File: src/rtl/mem_access_ctrl.sv
// ============================================================================
// mem_access_ctrl : MW/MR micro-op to req/ack memory port bridge with timeout
// Rev 1.0
// ============================================================================
`default_nettype none

module mem_access_ctrl #(
  parameter int ADDR_W   = 16,
  parameter int DATA_W   = 16,
  parameter int WAIT_MAX = 15
) (
  input  logic              clk,
  input  logic              rst_n,
  input  logic [1:0]        MC,
  input  logic [ADDR_W-1:0] addr,
  input  logic [DATA_W-1:0] WRdata,
  output logic              busy,
  output logic [DATA_W-1:0] Mdata,
  output logic              Mvalid,
  output logic              err,
  output logic              mem_req,
  output logic              mem_we,
  output logic [ADDR_W-1:0] mem_addr,
  output logic [DATA_W-1:0] mem_wdata,
  input  logic              mem_ack,
  input  logic [DATA_W-1:0] mem_rdata
);

  typedef enum logic [1:0] {
    IDLE   = 2'd0,
    ACCESS = 2'd1,
    DONE   = 2'd2
  } state_t;

  localparam logic [7:0] C_LAST_CNT = 8'(WAIT_MAX - 1);

  state_t            r_state;
  state_t            w_state_nxt;
  logic [7:0]        r_cnt;
  logic [7:0]        w_cnt_nxt;
  logic              w_busy_nxt;
  logic [DATA_W-1:0] w_mdata_nxt;
  logic              w_mvalid_nxt;
  logic              w_err_nxt;
  logic              w_req_nxt;
  logic              w_we_nxt;
  logic [ADDR_W-1:0] w_addr_nxt;
  logic [DATA_W-1:0] w_wdata_nxt;

  always_ff @(posedge clk or negedge rst_n) begin
    if (!rst_n) begin
      r_state   <= IDLE;
      r_cnt     <= '0;
      busy      <= 1'b0;
      Mdata     <= '0;
      Mvalid    <= 1'b0;
      err       <= 1'b0;
      mem_req   <= 1'b0;
      mem_we    <= 1'b0;
      mem_addr  <= '0;
      mem_wdata <= '0;
    end else begin
      r_state   <= w_state_nxt;
      r_cnt     <= w_cnt_nxt;
      busy      <= w_busy_nxt;
      Mdata     <= w_mdata_nxt;
      Mvalid    <= w_mvalid_nxt;
      err       <= w_err_nxt;
      mem_req   <= w_req_nxt;
      mem_we    <= w_we_nxt;
      mem_addr  <= w_addr_nxt;
      mem_wdata <= w_wdata_nxt;
    end
  end

  always_comb begin
    w_state_nxt  = r_state;
    w_cnt_nxt    = r_cnt;
    w_mdata_nxt  = Mdata;
    w_mvalid_nxt = 1'b0;
    w_err_nxt    = 1'b0;
    w_req_nxt    = mem_req;
    w_we_nxt     = mem_we;
    w_addr_nxt   = mem_addr;
    w_wdata_nxt  = mem_wdata;

    case (r_state)
      IDLE: begin
        case (MC)
          2'b01: begin
            w_addr_nxt  = addr;
            w_wdata_nxt = WRdata;
            w_we_nxt    = 1'b1;
            w_req_nxt   = 1'b1;
            w_cnt_nxt   = '0;
            w_state_nxt = ACCESS;
          end
          2'b10: begin
            w_addr_nxt  = addr;
            w_we_nxt    = 1'b0;
            w_req_nxt   = 1'b1;
            w_cnt_nxt   = '0;
            w_state_nxt = ACCESS;
          end
          2'b11:   w_err_nxt = 1'b1;
          default: ;
        endcase
      end
      ACCESS: begin
        // ack wins over a timeout landing in the same cycle
        if (mem_ack) begin
          w_req_nxt   = 1'b0;
          w_state_nxt = DONE;
          if (!mem_we) begin
            w_mdata_nxt  = mem_rdata;
            w_mvalid_nxt = 1'b1;
          end
        end else if (r_cnt == C_LAST_CNT) begin
          w_req_nxt   = 1'b0;
          w_err_nxt   = 1'b1;
          w_state_nxt = DONE;
        end else begin
          w_cnt_nxt = r_cnt + 8'd1;
        end
      end
      DONE: begin
        w_req_nxt   = 1'b0;
        w_state_nxt = IDLE;
      end
      default: w_state_nxt = IDLE;
    endcase

    w_busy_nxt = (w_state_nxt != IDLE);
  end

endmodule

`default_nettype wire
File: config.mk
export PLATFORM = sky130hd
export DESIGN_NAME = mem_access_ctrl
export DESIGN_NICKNAME = d
export VERILOG_FILES = /design/src/rtl/mem_access_ctrl.sv
export SDC_FILE = /design/constraint.sdc
export NUM_CORES = 1
export LEC_CHECK = 0
export CAP_MARGIN = 10
export CORE_MARGIN = 10
export CORE_UTILIZATION = 45
export CTS_BUF_LIST = sky130_fd_sc_hd__clkbuf_8
export CTS_CLUSTER_SIZE = 20
export DETAILED_ROUTE_END_ITERATION = 8
export PLACE_DENSITY = 0.83
export REMOVE_ABC_BUFFERS = 1
export SLEW_MARGIN = 0
export SYNTH_ARGS = -nofsm -noshare
export SYNTH_HDL_FRONTEND = slang
export SYNTH_SLANG_ARGS = --single-unit
File: constraint.sdc
create_clock -name clk -period 2.2 [get_ports clk]
set_input_delay 0.55 -clock clk [delete_from_list [all_inputs] [get_ports clk]]
set_output_delay 0.55 -clock clk [all_outputs]
set_load 0.02 [all_outputs]
==> results of run 1 <==
==> cell families (layout without fill, tap and decap cells) <==
group	Yosys count	in the layout	share of synthesized area, %
muxes	18	18	7.50
AOI/OAI and AO/OA	24	24	6.75
DFF	63	63	59.1
buffers and inverters	19	144	2.86
and+or+nand+nor	125	125	20.1
adders and majority gates	8	8	3.75
==> through the flow <==
stage / std cells / total power (uW) / hold slack, ns
2_1_floorplan: 247 / 3240 / 0.254
3_3_place_gp: 438 / 4600 / 0.456
3_5_place_dp: 438 / 4690 / 0.461
4_1_cts: 454 / 5660 / 0.235
5_1_grt: 454 / 5940 / 0.243
6_report: 454 / 5600 / 0.218
==> layer usage <==
metal,up-vias,part of all wire [%],track usage [%]
met5,-,0,0
met4,0,0.69,4.40
met1,1053,44,18.7
met2,93,48,24.6
met3,7,7.2,4.83
li1,1091,-,-
==> Yosys cell counts, drive strengths merged, types with 2 or more instances <==
library cell	number	area (um^2)
a31oi	2	12.5
and4	2	17.5
buf	4	20.0
clkbuf	6	22.5
dfrtp	63	1580
ha	8	100
inv	8	30.0
mux2	16	180
mux2i	2	20.0
nand2	105	394
nand3	3	15.0
nand3b	2	15.0
nand4	2	12.5
nand4b	2	23.8
nor3	2	10.0
o21ai	10	50.1
o221ai	3	26.3
or4	2	15.0
==> worst paths after layout <==
kind / endpoint / cells past startpoint
hold / removal: Mdata[12]$_DFFE_PN0P_ / 2
setup reg to reg: busy$_DFF_PN0_ / 6
max in group asynchronous: mem_wdata[9]$_DFFE_PN0P_ / 2
setup / recovery: r_cnt[4]$_DFFE_PN0P_ / 7
min in group clk: mem_addr[10]$_DFFE_PN0P_ / 2
hold reg to reg: mem_addr[10]$_DFFE_PN0P_ / 2
==> layout make-up <==
cell class / count / area, um^2
Sequential cell: 63 / 1580
Fill cell: 431 / 1560
Timing Repair Buffer: 119 / 1180
Multi-Input combinational cell: 175 / 1020
Clock buffer: 9 / 124
Tap cell: 72 / 90.1
Clock inverter: 7 / 65.1
Inverter: 9 / 33.8
==> worst max-delay path, cell delays in order <==
cell	delay [ns]
clkdlybuf4s50_1	0.48
inv_1	0.05
ha_1	0.32
nand2_1	0.21
nand3_1	0.13
nor3_1	0.24
mux2i_1	0.22
==> power by group through the flow <==
| stage | combinational (uW) | sequential [uW] | clock (uW) |
|---|---|---|---|
| floorplan | 753 | 2490 | 0 |
| global placement | 2690 | 1910 | 0 |
| detailed placement | 2750 | 1940 | 0 |
| CTS | 2760 | 1920 | 978 |
| global route | 2930 | 1980 | 1030 |
| finish | 2720 | 1920 | 961 |
==> cell usage in the layout, fill, tap and decap left out, types with 2 or more instances in the layout <==
cell / Yosys / routed
nand2_1: 105 / 105
clkdlybuf4s50_1: 0 / 104
dfrtp_1: 63 / 63
mux2_2: 16 / 16
buf_4: 0 / 12
o21ai_0: 10 / 10
inv_1: 8 / 9
clkbuf_8: 0 / 9
ha_1: 8 / 8
nand3_1: 3 / 3
o221ai_1: 3 / 3
clkinv_2: 0 / 3
nand3b_1: 2 / 2
nor3_1: 2 / 2
mux2i_1: 2 / 2
or4_1: 2 / 2
a31oi_1: 2 / 2
and4_1: 2 / 2
nand4_1: 2 / 2
buf_12: 0 / 2
==> flip-flops by register name, summed over array words and instances (netlist names) <==
| register | cells |
|---|---|
| mem_addr | 16 |
| busy | 1 |
| Mdata | 16 |
| r_state | 2 |
| r_cnt | 8 |
| mem_wdata | 16 |
| mem_req | 1 |
| err | 1 |
| mem_we | 1 |
| Mvalid | 1 |
==> impl_metrics.yaml, run 1 <==
run_status:
  outcome: "completed"
worst_setup_path:
  cp.arrival_ns: 2.20
  worstPathRequired_ns: 2.45
  cp-start-kind: "input port"
  cp-end-kind: "register"
  r2r-start: "r_cnt[0]$_DFFE_PN0P_"
  cp-startpoint: "MC[0]"
  r2r_slack_ns: 0.36
  crit_fanout: 7
  worst-setup-path-type: "input port to register"
sta:
  period_share_pct: 88.6
  maxClockFrequency_ghz: 0.513
  rsz0062_at_grt: "no"
  timing.final.max_slew_violations: 0
  setup_viol: 0
  fin_crit_ns: 1.95
  hold_violations: 0
  tns_ns: 0
  skew_ns: 0.00986
  slew_headroom_pct: 61.8
  tightest_slew_ns: 0.568
  fin_ws_ns: 0.251
yosys:
  ys_types: 34
  synth_edf_count: 0
  async_flop_share_pct: 100
  ys_seq_elements: 63
  syn_avg_cell_area_um2: 10.4
  netlist_area_um2: 2670
  synth_warnings: 0
  synthCells: 257
  synth_ff_type: "dfrtp_1"
  ys_seq_area_share_pct: 59.1
die:
  chipWidth_um: 97.0
  ioPinCount: 106
  core_um2: 5640
  std_cell_rows: 27
  start_util_pct: 47.3
  dieArea_um2: 9410
  die_h_um: 97.0
detailed_routing:
  drtIter0Drc: 73
  drt-pass1-iter-count: 4
  ant_nets: 0
  wl_per_cell_um: 16.2
  drt-total-wl_um: 7360
  avgViaCountPerCell: 4.94
  drc_errors: 0
  via_count: 2244
placement:
  placed_area_um2: 3890
  gp_congestion: 0.895
  hpwl_um: 5660
  numPortBuffers: 105
  preCtsSetupSlack_ns: -0.0782
clock_tree:
  path_clk_slew_ns: 0.07
  numCtsBuffers: 9
  root_buffer: "clkbuf_8"
  cts_resized: 0
  ctsHoldBuffers: 0
  insertion_delay_ns: 0.33
  cts-htree-levels: 3
  cts_setup_buffers: 0
  clockBufferDepth: 2
  clock-sinks: 63
  cts_tree: "done"
power:
  p_per_area_nw_per_um2: 1370
  combPwrFrac_pct: 48.5
  clkPwrFrac_pct: 17.2
  p_leak_uw: 0.00192
  p_sw_uw: 2130
  swShare_pct: 38.0
  vdd_drop_max_mv: 0.718
  p_seq_share_pct: 34.3
  p_int_uw: 3470
final_layout:
  area_growth_pct: 52.9
  num_antenna_cells: 0
  final_util_pct: 72.3
  drive_gt1_share_pct: 12.6
  fin_area_um2: 4080
  finalNetCount: 438
flow_run:
  cap_viol_max_count: 0
global_route:
  grt_pass1_vias: 2293
  overflow: 0
  grt_start_max_net_pins: 64
  antenna_found_initial: 0
  grtUsageTotal_pct: 15.1
  grt_pass1_wl_um: 11800
worst_hold_path:
  hp-class: "input port to async pin"
(Power assumes the default switching activity.)
==> run 2, diff against run 1 <==
--- a/config.mk
+++ b/config.mk
@@ -11,8 +11,10 @@
 export CTS_BUF_LIST = sky130_fd_sc_hd__clkbuf_8
 export CTS_CLUSTER_SIZE = 20
 export DETAILED_ROUTE_END_ITERATION = 8
+export MAX_ROUTING_LAYER = met4
 export PLACE_DENSITY = 0.83
 export REMOVE_ABC_BUFFERS = 1
+export SKIP_LAST_GASP = 1
 export SLEW_MARGIN = 0
 export SYNTH_ARGS = -nofsm -noshare
 export SYNTH_HDL_FRONTEND = slang
==> run 2 against run 1 <==
Cell count unchanged. Routed wire length is 2.0% higher. Setup slack got worse by 0.0033 ns. Maximum frequency down 0.17%. Critical path depth is 1 lower. Utilization rose by 0.62 points. Sequential share of layout area down 0.33 points. Sequential power about the same.
==> impl_metrics.yaml, run 2 (synthesized netlist as in run 1, its figures left out) <==
clock_tree:
  insertion_delay_ns: 0.33
  cts_setup_buffers: 0
  path_clk_slew_ns: 0.07
  root_buffer: "clkbuf_8"
  ctsHoldBuffers: 0
  numCtsBuffers: 9
  clock-sinks: 63
  cts_tree: "done"
  cts_resized: 0
  clockBufferDepth: 2
  cts-htree-levels: 3
worst_setup_path:
  cp-end-kind: "register"
  r2r_slack_ns: 0.35
  crit_fanout: 5
  r2r-end: "r_cnt[7]$_DFFE_PN0P_"
  rr_worst_depth: 6
  cpPeakStageDelay_ns: 0.52
  crit_chain: "clkdlybuf4s50_1 -> inv_1 -> ha_1 -> and2_1 -> or4_1 -> o221ai_1"
  crit_path_top_delay_cell: "or4_1"
  r2r-start: "r_cnt[0]$_DFFE_PN0P_"
  worst-setup-path-type: "input port to register"
  cp-start-kind: "input port"
  worstPathRequired_ns: 2.44
  cp.arrival_ns: 2.20
global_route:
  grt_pass1_wl_um: 11900
  grt_pass1_vias: 2296
  grt_start_max_net_pins: 64
  overflow: 0
  grtUsageTotal_pct: 15.9
  antenna_found_initial: 0
detailed_routing:
  drtIter0Drc: 118
  drt-pass1-iter-count: 4
  ant_nets: 0
  wl_per_cell_um: 16.5
  via_count: 2279
  drt-total-wl_um: 7510
  drc_errors: 0
  avgViaCountPerCell: 5.02
die:
  start_util_pct: 47.3
  chipWidth_um: 97.0
  core_um2: 5640
  die_h_um: 97.0
  ioPinCount: 106
  std_cell_rows: 27
  dieArea_um2: 9410
power:
  p_leak_uw: 0.00194
  vdd_drop_max_mv: 1.04
  p_per_area_nw_per_um2: 1400
sta:
  fin_ws_ns: 0.248
  slew_headroom_pct: 62.3
  fin_crit_ns: 1.95
  tns_ns: 0
  rsz0062_at_grt: "no"
  period_share_pct: 88.7
  setup_viol: 0
  tightest_slew_ns: 0.560
  maxClockFrequency_ghz: 0.512
  hold_violations: 0
  timing.final.max_slew_violations: 0
  skew_ns: 0.00675
final_layout:
  reg.largest.list: "Mdata: 16 flops, mem_addr: 16 flops, mem_wdata: 16 flops"
  final_common_cell: "nand2_1"
  final_util_pct: 73.0
  num_antenna_cells: 0
  finalNetCount: 438
  fin_area_um2: 4120
  area_growth_pct: 54.2
  drive_gt1_share_pct: 12.3
  final_cell_mix: "nand2_1 (105), clkdlybuf4s50_1 (104), dfrtp_1 (63)"
placement:
  hpwl_um: 5730
  gp_congestion: 0.897
  preCtsSetupSlack_ns: -0.0760
  placed_area_um2: 3890
  numPortBuffers: 105
worst_hold_path:
  hp-class: "input port to async pin"
run_status:
  outcome: "completed"
flow_run:
  cap_viol_max_count: 0
==> run 2: worst max path at each step <==
stage / from / end / depth (start not counted)
final: MC[0] / r_cnt[7]$_DFFE_PN0P_ / 6
after floorplan: MC[0] / r_cnt[3]$_DFFE_PN0P_ / 5
after global routing: MC[0] / r_cnt[4]$_DFFE_PN0P_ / 7
after detailed placement: MC[0] / r_cnt[7]$_DFFE_PN0P_ / 6
after CTS: mem_we$_DFFE_PN0P_ / mem_we / 1
after global placement: MC[0] / r_cnt[3]$_DFFE_PN0P_ / 6
==> run 2: report_power, final <==
part           internal, uW  switching (uW)
clock                   690             434
combinational          1300            1420
sequential             1650             272
==> run 2: stage by stage <==
stage                     power, uW  hold WS (ns)  cells
after floorplan                3240         0.254    247
after global placement         4610         0.457    438
after detailed placement       4710         0.461    438
after CTS                      5840         0.226    454
after global routing           6110         0.230    454
final                          5770         0.222    454
==> run 2: worst max-delay path: cells and delay by family <==
family | cells | cell delay, ns
buffers and inverters | 2 | 0.52
AND/OR/NAND/NOR | 2 | 0.72
adder cells (fa/ha/maj) | 1 | 0.32
AO/OA/AOI/OAI | 1 | 0.08
==> run 2: final cells by class <==
cell class              instances  area (um^2)
flip-flops and latches         63         1580
multi-input cells             175         1020
repair buffers                119         1180
fillers                       396         1530
clock inverters                 5         72.6
well taps                      72         90.1
clock buffers                  11          151
inverters                       9         33.8
==> run 2: layer usage <==
| layer | part of all wire, % | wire length, um | GRT usage [%] | vias to the layer above |
|---|---|---|---|---|
| li1 | - | - | - | 1098 |
| met4 | 0.72 | 54 | 3.27 | 0 |
| met2 | 48 | 3590 | 24.3 | 105 |
| met1 | 45 | 3350 | 20.0 | 1069 |
| met5 | 0 | 0 | - | - |
| met3 | 6.8 | 514 | 5.39 | 7 |
==> edit 1: new RTL, flow settings as in run 1 <==
Re-encode `state_t` (3 states) as one-hot, 3 bits wide.
--- a/src/rtl/mem_access_ctrl.sv
+++ b/src/rtl/mem_access_ctrl.sv
@@ -26,10 +26,10 @@
   input  logic [DATA_W-1:0] mem_rdata
 );
 
-  typedef enum logic [1:0] {
-    IDLE   = 2'd0,
-    ACCESS = 2'd1,
-    DONE   = 2'd2
+  typedef enum logic [2:0] {
+    IDLE   = 3'b001,
+    ACCESS = 3'b010,
+    DONE   = 3'b100
   } state_t;
 
   localparam logic [7:0] C_LAST_CNT = 8'(WAIT_MAX - 1);
Check against the original RTL: no difference found for any inputs over 10 cycles, from zero or initial values and one cycle with rst_n low; not proved beyond that.
==> edit 1 against run 1 <==
- sequential cell count grew 1
- setup slack lost 0.10 ns
- routed wire length shrank 11%
- total power shrank 3.1%
- synthesized area shrank 1.1%
- combinational power shrank 7%
- cell area shrank 1.0%
- worst hold slack lost 0.15 ns
==> edit 1: results <==
{
  "status": "completed",
  "p_clk_mw": 0.907,
  "dp_hpwl_mm": 5.05,
  "p_leak_nw": 1.85,
  "synth-xor-area-share_pct": 0.332,
  "synthAdderAreaFrac_pct": 2.37,
  "slew_headroom_pct": 57.3,
  "grt_use_met1_pct": 16.0,
  "yosysWarningCount": 0,
  "layout.nets": 392,
  "synthMuxAreaShare_pct": 16.3,
  "synth.top_cells.by_area": "dfrtp_1, mux2_2, nand2_1, mux2i_1, ha_1",
  "power_frac_comb_pct": 46.8,
  "p_clk_share_pct": 16.7,
  "grt_max_degree": 57,
  "antenna_found_initial": 0,
  "grt.met2_usage_pct": 22.6,
  "drt_iter0_markers": 71,
  "grt_pass1_wl_mm": 10.5,
  "gp_congestion": 0.774,
  "slowest_delay_ns": 0.56,
  "viasPerCell": 4.94,
  "power.net_switching_mw": 1.96,
  "drive_above_1_share_pct": 19.2,
  "synth_common_cells": "dfrtp_1, nand2_1, mux2_2, mux2i_1",
  "dp_slack_ns": -0.382,
  "crit_fanout": 26,
  "skew_ns": 0.00843,
  "use_met3_pct": 8.48,
  "wl_met3_um": 785,
  "clockRootBuffer": "clkbuf_8",
  "grt_usage_pct": 14.4,
  "yosysUniqueCellTypes": 33,
  "synth-async-reset-ratio_pct": 100,
  "dr_wl_met2_mm": 3.22,
  "cp_slowest_cell": "or4b_4",
  "firstDrtPassIters": 6,
  "cp_data_arrival_time_ns": 2.24,
  "num-fill-cells": 393,
  "synth_compound_area_share_pct": 2.56,
  "synth_top_flop_cell": "dfrtp_1",
  "wl_met1_mm": 2.52,
  "htreeDepth": 3,
  "seq_area_frac_synth_pct": 60.7,
  "routedWlPerCell_um": 16.0,
  "ir_drop_mv": 0.983,
  "cp_top_family": "buffers and inverters",
  "grt_pass1_vias": 2166
}
[edit 1: worst reg2reg max path, cell delays in order, from the launching register on]
cell     delay, ns
dfrtp_1       0.51
or4b_4        0.61
or4_1         0.51
a21oi_1       0.16
[edit 1: stage by stage]
step / instance area (sq um) / hold slack (ns) / cells / utilization [%]
finish: 4040 / 0.0639 / 411 / 72.0
floorplan: 2580 / 0.254 / 207 / -
detailed placement: 3850 / 0.419 / 395 / 68.7
global placement: 3850 / 0.419 / 395 / 68.7
CTS: 4040 / 0.0532 / 411 / 72.0
global route: 4040 / 0.0619 / 411 / 72.0
[edit 1: path summary, 6_finish.rpt]
kind	start	to	slack (ns)	cells after the start
min reg2reg	mem_addr[3]	mem_addr[3]	0.48	2
max reg2reg	r_state[2]	r_cnt[6]	0.34	3
min	rst_n	mem_wdata[0]	0.06	1
min in group clk	mem_addr[3]	mem_addr[3]	0.48	2
max	MC[0]	r_cnt[1]	0.15	7
max in group asynchronous	rst_n	r_state[0]	1.54	2
[edit 1: what timing repair did]
| item | CTS | global route |
|---|---|---|
| setup endpoints to repair | 6 | 0 |
| gates resized for setup | 1 | 0 |
| hold buffers | 0 | 0 |
[edit 1: logic make-up (layout without fill, tap and decap cells)]
kind of cell | Yosys count | count (layout)
compound gates | 11 | 11
xor+xnor | 1 | 1
fa+ha+maj | 5 | 5
buf+inv | 16 | 137
flops | 64 | 64
mux | 39 | 39
simple gates | 82 | 82
[edit 1: final cells by class]
class / instances / share of cell area [%]
Tap cell: 72 / 2.23
Inverter: 5 / 0.465
Timing Repair Buffer: 116 / 29.2
Clock inverter: 5 / 0.805
Sequential cell: 64 / 39.7
Clock buffer: 11 / 3.75
Multi-Input combinational cell: 138 / 23.9
==> edit 2: new RTL, settings of run 1 <==
Without the edit above. Change the parameter `DATA_W` from 16 to 18.
--- a/src/rtl/mem_access_ctrl.sv
+++ b/src/rtl/mem_access_ctrl.sv
@@ -6,7 +6,7 @@
 
 module mem_access_ctrl #(
   parameter int ADDR_W   = 16,
-  parameter int DATA_W   = 16,
+  parameter int DATA_W   = 18,
   parameter int WAIT_MAX = 15
 ) (
   input  logic              clk,
Interface: changed (resized Mdata, WRdata, mem_rdata and mem_wdata); port bits go from 106 to 114. No check against the original RTL was run, so the function may have changed too.
==> edit 2 against run 1 <==
- routed wire length up 2.9%
- total power is 6.9% higher
- cell area increased by 5.7%
- sequential cell count is 4 higher
- fmax increased by 2.0%
- sequential power up 8%
- highest routed layer unchanged
- register-to-register slack gained 0.06 ns
- critical path type unchanged
- critical endpoint is now r_cnt[6]
- synthesized area grew 6.3%
- setup slack gained 0.038 ns
- clock power grew 3.5%
- clock skew down 0.00051 ns
==> edit 2: results <==
{
  "status": "completed",
  "yosysUniqueCellTypes": 37,
  "fin_hold_ws_ns": 0.220,
  "routedWlPerCell_um": 16.0,
  "crit_fanout": 6,
  "cp_data_arrival_time_ns": 2.14,
  "grt_usage_pct": 15.3,
  "reg2reg_setup_slack_ns": 0.42,
  "r2r-end": "r_cnt[7]",
  "clk_pin_slew_ns": 0.08,
  "cp_slowest_cell": "clkdlybuf4s50_1",
  "hp-class": "input port to async pin",
  "num-fill-cells": 444,
  "cts_resized": 0,
  "top_layer": "met4",
  "firstDrtPassIters": 4,
  "port_buffers": 113,
  "r2r_cells": 6,
  "p_int_mw": 3.70,
  "use_met3_pct": 7.34,
  "p_clk_mw": 0.995,
  "dp.cells": 458,
  "drt_iter0_markers": 89,
  "stdcell_count": 474,
  "seq_area_frac_synth_pct": 59.1,
  "gp_congestion": 0.849,
  "worstSkewPairLatency_ns": 0.34,
  "r2r-start": "r_state[1]",
  "dr_wl_met2_mm": 3.50,
  "p_leak_nw": 2.06,
  "slowest_delay_ns": 0.48,
  "drive_above_1_share_pct": 14.5,
  "p_seq_share_pct": 34.5,
  "reg.largest.list": "Mdata: 18 flops, mem_wdata: 18 flops, mem_addr: 16 flops",
  "cts_setup_buffers": 0,
  "synth.top_cells.by_area": "dfrtp_1, nand2_1, mux2_2, ha_1, a31oi_1",
  "grt_pass1_wl_mm": 12.2,
  "grt_pass1_vias": 2416,
  "grt_max_degree": 42,
  "dp_hpwl_mm": 5.81,
  "wl_met1_mm": 3.20,
  "synth_common_cells": "nand2_1, dfrtp_1, mux2_2, ha_1, inv_1",
  "cts_inserted_buffers": 9,
  "viasPerCell": 4.93,
  "endpoint": "r_cnt[6]",
  "grt.met2_usage_pct": 24.1,
  "switching_share_pct": 38.2,
  "htreeDepth": 3,
  "grt_use_met1_pct": 17.9,
  "ir_drop_mv": 0.882,
  "wl_met3_um": 807,
  "slew_headroom_pct": 58.4,
  "skew_ns": 0.00934,
  "syn_avg_cell_area_sq_um": 10.6
}
-- edit 2: through the flow --
stage	setup WS, ns	instance area, sq um	utilization, %
global route	0.191	4310	71.6
global placement	-0.00414	4120	68.4
detailed placement	-0.0484	4120	68.4
finish	0.289	4310	71.6
floorplan	0.0508	2800	-
CTS	0.300	4310	71.6
-- edit 2: area by class of cell --
type	count	area [sq um]	share of cell area, %
clock buffers	9	124	2.87
clock inverters	7	67.6	1.57
inverters	8	30.0	0.696
multi-input cells	184	1090	25.2
flip-flops and latches	67	1680	38.9
well taps	75	93.8	2.18
repair buffers	124	1230	28.6
-- edit 2: cell families after synthesis --
family / share of synthesized area, %
AOI/OAI and AO/OA: 6.31
and+or+nand+nor: 20.3
adders and majority gates: 3.53
DFF: 59.1
muxes: 8.25
buffers and inverters: 2.56
-- edit 2: critical path: cells and delay by family --
kind	cells	cell delay [ns]
adders and majority gates	1	0.31
AOI/OAI and AO/OA	1	0.22
buffers and inverters	2	0.53
and+or+nand+nor	3	0.53
